[src/rtl/mem_req_arbiter.sv]
// mem_req_arbiter: shares one single-port word memory between the instruction
// fetch port (ic, reads only) and the load/store port (dc). One request per
// cycle is granted combinationally; an in-order tag FIFO remembers who issued
// each outstanding read so the in-order memory responses go back to the right
// requester.
module mem_req_arbiter #(
  parameter int WORD_ADDR_BITS = 30,
  parameter int DATA_WIDTH     = 32,
  parameter int MAX_OUTST      = 2,
  parameter int ROUND_ROBIN    = 1
) (
  input  logic                      clk,
  input  logic                      reset,
  input  logic                      ic_req_val,
  output logic                      ic_req_rdy,
  input  logic [WORD_ADDR_BITS-1:0] ic_req_addr,
  output logic                      ic_resp_val,
  output logic [DATA_WIDTH-1:0]     ic_resp_data,
  input  logic                      dc_req_val,
  output logic                      dc_req_rdy,
  input  logic [WORD_ADDR_BITS-1:0] dc_req_addr,
  input  logic [DATA_WIDTH-1:0]     dc_req_data,
  input  logic [3:0]                dc_req_write,
  output logic                      dc_resp_val,
  output logic [DATA_WIDTH-1:0]     dc_resp_data,
  output logic                      mem_req_val,
  input  logic                      mem_req_rdy,
  output logic [WORD_ADDR_BITS-1:0] mem_req_addr,
  output logic [DATA_WIDTH-1:0]     mem_req_data,
  output logic [3:0]                mem_req_write,
  input  logic                      mem_resp_val,
  input  logic [DATA_WIDTH-1:0]     mem_resp_data,
  output logic                      err_spurious
);

  localparam int PTR_W = (MAX_OUTST > 1) ? $clog2(MAX_OUTST) : 1;
  localparam int CNT_W = $clog2(MAX_OUTST + 1);

  // Tag values stored in the FIFO: which port issued the read.
  localparam logic TAG_IC = 1'b0;
  localparam logic TAG_DC = 1'b1;

  typedef struct packed {
    logic [WORD_ADDR_BITS-1:0] addr;
    logic [DATA_WIDTH-1:0]     data;
    logic [3:0]                write;
  } req_t;

  req_t ic_req, dc_req, win_req;

  logic [MAX_OUTST-1:0] tag_q;
  logic [PTR_W-1:0]     rd_ptr, wr_ptr;
  logic [CNT_W-1:0]     count;
  logic                 last_dc;   // 1: dc was granted most recently

  logic fifo_empty, fifo_full, pop, push, rd_ok;
  logic dc_is_wr, ic_cand, dc_cand, grant_ic, grant_dc, accept;

  function automatic logic [PTR_W-1:0] inc_ptr(input logic [PTR_W-1:0] p);
    if (p == PTR_W'(MAX_OUTST - 1)) return '0;
    else                            return p + PTR_W'(1);
  endfunction

  assign fifo_empty = (count == '0);
  assign fifo_full  = (count == CNT_W'(MAX_OUTST));
  assign pop        = mem_resp_val & ~fifo_empty;
  // A response popping this cycle frees a slot for a new read.
  assign rd_ok      = ~fifo_full | mem_resp_val;

  assign dc_is_wr = |dc_req_write;
  assign ic_cand  = ic_req_val & rd_ok;
  assign dc_cand  = dc_req_val & (dc_is_wr | rd_ok);

  assign ic_req = '{addr: ic_req_addr, data: dc_req_data, write: 4'b0000};
  assign dc_req = '{addr: dc_req_addr, data: dc_req_data, write: dc_req_write};

  // Arbitration and request mux; only the winner sees mem_req_rdy.
  always_comb begin
    grant_dc = 1'b0;
    grant_ic = 1'b0;
    if (dc_cand && ic_cand) begin
      if (ROUND_ROBIN != 0) grant_dc = ~last_dc;
      else                  grant_dc = 1'b1;
      grant_ic = ~grant_dc;
    end else begin
      grant_dc = dc_cand;
      grant_ic = ic_cand;
    end
    win_req = grant_dc ? dc_req : ic_req;
  end

  assign mem_req_val   = grant_ic | grant_dc;
  assign mem_req_addr  = win_req.addr;
  assign mem_req_data  = win_req.data;
  assign mem_req_write = win_req.write;
  assign ic_req_rdy    = grant_ic & mem_req_rdy;
  assign dc_req_rdy    = grant_dc & mem_req_rdy;

  assign accept = mem_req_val & mem_req_rdy;
  assign push   = accept & (grant_ic | (grant_dc & ~dc_is_wr));

  // Responses go to whoever owns the head tag; nothing is routed when empty.
  assign ic_resp_val  = pop & (tag_q[rd_ptr] == TAG_IC);
  assign dc_resp_val  = pop & (tag_q[rd_ptr] == TAG_DC);
  assign ic_resp_data = mem_resp_data;
  assign dc_resp_data = mem_resp_data;

  // Tag FIFO, last-grant pointer and sticky spurious-response flag.
  always_ff @(posedge clk) begin
    if (!reset) begin
      tag_q        <= '0;
      rd_ptr       <= '0;
      wr_ptr       <= '0;
      count        <= '0;
      last_dc      <= 1'b0;
      err_spurious <= 1'b0;
    end else begin
      if (accept) last_dc <= grant_dc;
      if (push) begin
        tag_q[wr_ptr] <= grant_dc ? TAG_DC : TAG_IC;
        wr_ptr        <= inc_ptr(wr_ptr);
      end
      if (pop) rd_ptr <= inc_ptr(rd_ptr);
      if (push && !pop)      count <= count + CNT_W'(1);
      else if (pop && !push) count <= count - CNT_W'(1);
      if (mem_resp_val && fifo_empty) err_spurious <= 1'b1;
    end
  end

endmodule

[config.mk]
export PLATFORM = sky130hd
export DESIGN_NAME = mem_req_arbiter
export DESIGN_NICKNAME = d
export VERILOG_FILES = /design/src/rtl/mem_req_arbiter.sv
export SDC_FILE = /design/constraint.sdc
export NUM_CORES = 1
export LEC_CHECK = 0
export ABC_AREA = 1
export CELL_PAD_IN_SITES_DETAIL_PLACEMENT = 0
export CELL_PAD_IN_SITES_GLOBAL_PLACEMENT = 2
export CORE_ASPECT_RATIO = 1.2
export CORE_MARGIN = 2
export CORE_UTILIZATION = 10
export CTS_CLUSTER_DIAMETER = 40
export CTS_CLUSTER_SIZE = 20
export DETAILED_ROUTE_END_ITERATION = 16
export PLACE_DENSITY_LB_ADDON = 0.1
export SLEW_MARGIN = 20
export SYNTH_ARGS = -nofsm -noshare
export SYNTH_HDL_FRONTEND = slang
export SYNTH_SLANG_ARGS = --single-unit
[constraint.sdc]
create_clock -name clk -period 1.7 [get_ports clk]
set_input_delay 0.17 -clock clk [delete_from_list [all_inputs] [get_ports clk]]
set_output_delay 0.17 -clock clk [all_outputs]
set_load 0.01 [all_outputs]
======== Yosys cells after proc, flatten, opt, wreduce, memory -nomap -nowiden ========
Cells that the tools add are included.
word-level totals
  bits in registers ....................... 8
  input bits .............................. 134
  output and inout bits ................... 136
cells by class
  $add $sub $neg .......................... 4
  $lt $le $gt $ge ......................... 3
  eq/ne operators ......................... 1
  mux-type cells .......................... 14
  bitwise logic cells ..................... 20
  reduce and logical (&&, ||, !) cells .... 10
operators by type and width
  cell                                                                   number
  66-bit 2-to-1 mux                                                      1
  1-bit bitwise AND                                                      10
  1-bit 2-to-1 mux                                                       9
  1-bit NOT                                                              6
  1-bit logical AND                                                      5
  1-bit by 2-bit < comparator with 1-bit output (second input constant)  2
  2-bit 2-to-1 mux                                                       2
  1-bit OR                                                               4
  4-bit OR reduction                                                     1
  1-bit adder (second input constant)                                    2
  2-bit by 1-bit adder with 2-bit output (second input constant)         1
  2-bit bitwise mux                                                      1
  2-bit equality test (second input constant)                            1
  1-bit logical NOT                                                      2
  2-bit logical NOT                                                      1
  2-bit nonzero test                                                     1
  2-bit by 1-bit subtractor with 2-bit output (second input constant)    1
  1-bit demux with 1-bit select                                          1
  1-bit greater-or-equal comparator (second input constant)              1

======== Depth between registers and ports, before layout ========
Gate-level depths: netlist of run 1.
  depth after elaboration ................. 16
  mapped depth ............................ 13

======== Worst setup path before layout of run 1 ========
No wires, ideal clock.
  path type ............................... register to register
  start point ............................. register count[0]
  end point ............................... register count[1]
  arrival time ............................ 1533 ps
  setup slack ............................. 45 ps
  stages on the path, launching flop included .. 13
  path through ............................ dfxtp_1 -> inv_2 -> nand3_4 -> nand3_2 -> nand4_1 -> nand2_1 -> nand2_1 -> inv_1 -> ha_1 -> a21oi_1 -> o21ai_0 -> o21ai_0 -> a21oi_1
between the ends
  cells in the longest elaborated chain, start to end .. 13
  elaborated cells on any way between the ends .. 26
  classes of those cells .................. add/sub (2); eq/ne (1); mux (4); bitwise (12); reduce/logical (7)
ends and longest elaborated chain
  item                                           RTL line  RTL
  start: declaration                             53        logic [CNT_W-1:0] count;
  start signal: assignment                       124       if (push && !pop) count <= count + CNT_W'(1);
  start signal: assignment                       125       else if (pop && !push) count <= count - CNT_W'(1);
  2-bit equality test *                          65        assign fifo_full = (count == CNT_W'(MAX_OUTST));
  1-bit NOT *                                    68        assign rd_ok = ~fifo_full | mem_resp_val;
  1-bit OR *                                     68
  1-bit OR                                       72        assign dc_cand = dc_req_val & (dc_is_wr | rd_ok);
  1-bit bitwise AND                              72
  1-bit logical AND                              81        if (dc_cand && ic_cand) begin
  1-bit 2-to-1 mux                               81
  1-bit OR or 1-bit bitwise AND (tied branches)  92, 100
  1-bit bitwise AND or 1-bit OR (tied branches)  99, 100
  1-bit bitwise AND *                            100       assign push = accept & (grant_ic | (grant_dc & ~dc_is_wr));
  named net push                                 56        logic fifo_empty, fifo_full, pop, push, rd_ok;
  1-bit logical NOT                              125
  1-bit logical AND                              125
  2-bit nonzero test (no source line)            n/a
The timed path passes the listed nets; every way through them passes the cells marked *. The select of a mux whose other input is x is not followed.
A chain may end at the register's enable or synchronous reset.

======== Worst setup path in the final report of run 1 ========
  start point ............................. register count[0]
  end point ............................... output port mem_req_addr[23]
between the ends
  cells in the longest elaborated chain, start to end .. 8
  elaborated cells on any way between the ends .. 9
  classes of those cells .................. eq/ne (1); mux (2); bitwise (5); reduce/logical (1)
ends and longest elaborated chain
  item                   RTL line  RTL
  2-bit equality test *  65
  1-bit NOT *            68
  1-bit OR *             68
  1-bit OR               72
  1-bit bitwise AND      72
  1-bit logical AND      81
  1-bit 2-to-1 mux *     81
  66-bit 2-to-1 mux *    89        win_req = grant_dc ? dc_req : ic_req;
  end: declaration       28        output logic [WORD_ADDR_BITS-1:0] mem_req_addr,
Mark *: on every way between the ends. The rest lies on a longest branch, timed or not.

==> metrics.csv, run 1 <==
metric;value;unit
number of filler instances in the final layout;1906;
via count of the first global-routing pass;1595;
maximum level of the CTS H-tree;1;
Pwr per Cell Area;522;nW/um^2
R2R depth;13;
initial core utilization;10.3;%
worst reg2reg path endpoint;count[1]$_SDFFE_PN0P_;
worst hold-check path type;in -> out;
pin count of the biggest net entering global routing;9;
final worst-path cycle share;107;%
Sequential Area;164;sq um
classification of the worst setup path;reg -> out;
post-DP HPWL;5280;microns
overall die height;149;microns
data arrival time of the critical path;1.65;ns
vias per std cell;3.05;
number of pins exceeding their max-slew limit in the final report;0;
violated checks;negative setup slack;
max-cap violation count;0;
final core utilization;17.4;%
number of clock sinks;8;
result of the run;finished, violations left;
Clock Latency Late Sink;0.23;ns
met3 usage in global routing;2.09;%
count of vias placed by the detailed router;1489;
most frequent cells after synthesis;buf_4 (96), mux2_4 (24), inv_1 (19), nand2_1 (16), nor2_1 (12);
DIE WIDTH;125;microns
final antenna diode count;0;
number of setup violations in the final report;31;
final-report hold violation count;0;
number of library cell types mapped by synthesis;21;
sequential-to-total area share from yosys stat;9.18;%
detailed-routing iteration count for the pre-antenna-repair pass;4;
number of standard-cell rows in the floorplan;52;
number of primary I/O pins;270;
Clock Tree Root;clkbuf_16;
CP Launch Type;flop;
total routing resource utilization after global routing;6.32;%
worst min-delay path endpoint;mem_req_data[10];
worst-case headroom to the max-slew limit;76.7;%
largest cells by area after synthesis;buf_4 (41%), mux2_4 (21%), dfxtp_1 (9.2%), inv_1 (4.1%), nand2_1 (3.4%);
global-route met1 utilization;6.35;%
Std-Cell Core Area;17000;sq um
critical-path maximum fanout;8;
number of cells traversed by the worst hold path;0;
average instance area after synthesis;8.07;sq um
met2 Usage GRT;11.7;%
number of placed instances with taps included;473;
Leak;1.33;nW
final RePlAce weighted congestion;0.645;
Clock Tree Buf Depth;2;
Worst Hold Launch;dc_req_data[10];
unrepaired setup endpoints after global routing;true;
Synth async-reset ratio;0;%
CTS tree;yes;
fin crit period;1.82;ns
area of the multi-input gates;865;sq um
remaining design rule violation count;0;
initial antenna violation count;0;
number of enable-type register cells in the synthesized netlist;0;
I/O Buffers;109;
number of synthesized register bits;8;
kind of end point of the critical path;output port;
final worst slack;-0.121;ns
measured slew at the worst slew-check pin;0.348;ns
proportion of netlist area held by the largest area contributor;41.3;%
Crit path required time;1.53;ns
layout overhead on the synthesized area;69.3;%
post-route antenna net violation count;0;
Max Clk Rate;0.549;GHz
routed wirelength normalized by instance count;12.9;microns
wire length reported by the detailed router;6280;microns
leading cell type by number of instances after synthesis;buf_4;
layer carrying the most global-route usage;met2;
first-iteration detailed-routing DRC count;22;
number of clock buffers inserted by TritonCTS;3;
cell taking the most area after synthesis;buf_4;
CTS Hold Buffers Added;0;
largest clock skew in the final design;0.00107;ns
dominant register cell in the synthesized netlist;dfxtp_1;
clk slew on worst S/H paths;0.04;ns
DIE AREA;18500;sq um
Synth Warn #;0;
count of placed standard cells in the final layout, fillers left out;488;
fraction of final layout cells with drive strength greater than 1;52.9;%
post-synth net total;351;
Final nets;409;
minimum setup slack among reg-to-reg paths;-0.02;ns
maximum vdd ir drop;0.228;mV
remaining global-route overflow;0;
FF-to-FF Start;count[0]$_SDFFE_PN0P_;
combined area of all synthesized cells;1740;sq um
global-route wire length before repair;9090;microns
Syn Inst Count;216;
## area by class of cell
type	instances	share of cell area, %
Timing Repair Buffer	152	50.8
Multi-Input combinational cell	88	29.3
Tap cell	216	9.15
Sequential cell	8	5.55
Inverter	21	2.67
Clock buffer	3	2.54
## sequential cells by signal (all words and copies together), names as in the netlist
| register | flops |
|---|---|
| count | 2 |
| rd_ptr | 1 |
| tag_q | 2 |
| last_dc | 1 |
| err_spurious | 1 |
| wr_ptr | 1 |
## where the power goes
part	internal (mW)	leakage (nW)	switching, mW
logic	0.576	1.22	0.334
clock network	0.304	0.0370	0.0946
registers	0.215	0.0668	0.0170
## how the worst max path moves through the flow
stage | startpoint | endpoint | depth (start not counted)
finish | count[0]$_SDFFE_PN0P_ | mem_req_addr[23] | 8
global route | count[0]$_SDFFE_PN0P_ | mem_req_addr[29] | 8
CTS | count[0]$_SDFFE_PN0P_ | mem_req_addr[29] | 8
detailed placement | dc_req_write[1] | count[1]$_SDFFE_PN0P_ | 14
global placement | dc_req_write[1] | count[1]$_SDFFE_PN0P_ | 14
floorplan | count[0]$_SDFFE_PN0P_ | count[1]$_SDFFE_PN0P_ | 12
## kinds of logic after synthesis
family,count (synthesis),share of synthesized area (%)
and+or+nand+nor,42,13.4
buffers and inverters,120,47.8
muxes,30,24.5
DFF,8,9.18
adders and majority gates,1,0.717
AOI/OAI and AO/OA,15,4.38
## timing repair
action                     CTS  global route
cloned                       1             0
hold endpoints to repair     0             0
setup buffers                4             9
resized for setup          215            23
setup endpoints to repair   41            39
pin swaps                    8             8
## worst max-delay path, cell delays in order, from the launching register on
cell and delay, ns:
dfxtp_2 0.31, inv_2 0.07, nand3_4 0.11, nor2_4 0.15, nor2_8 0.05, nand2_8 0.13, buf_12 0.15, mux2_4 0.30
buf_6 0.12
## metrics by stage
stage	setup TNS, ns	hold slack (ns)	total power, mW	setup slack [ns]	area (sq um)
floorplan	0	0.291	0.762	0.0453	1740
global route	-6.47	0.340	1.64	-0.220	2950
CTS	-4.46	0.340	1.52	-0.168	2860
finish	-3.23	0.340	1.54	-0.121	2950
detailed placement	-22.43	0.340	1.01	-0.645	2610
global placement	-22.73	0.340	1.02	-0.662	2610
## per-layer routing
layer  vias up  wire, microns
met1       661           2240
met4         0            197
met2       107           3220
li1        705              -
met5         -              0
met3        16            624
## placed cells by master (no fill, tap or decap), types with 2 or more instances in the layout
cell / instances
inv_1: 16
nand3_1: 3
a21oi_1: 6
dfxtp_2: 3
dlygate4sd2_1: 8
buf_12: 2
clkdlybuf4s50_1: 63
nor2_2: 5
mux2_4: 30
buf_4: 30
o21ai_2: 2
buf_6: 40
o21ai_0: 2
clkbuf_2: 3
nand3_4: 3
nand4_1: 4
nor2_1: 6
nand2_2: 3
inv_2: 5
dfxtp_1: 5
a21oi_2: 2
clkbuf_16: 3
buf_2: 3
nand2_1: 13
nor2_4: 2
Power figures use the tool's default switching activity.
==> run 2: changes to the inputs <==
Settings changed: ABC_CLOCK_PERIOD_IN_PS from default to 1700.
==> results of run 2 <==
Same layout as run 1: the final DEF is identical, and so are final timing and power.
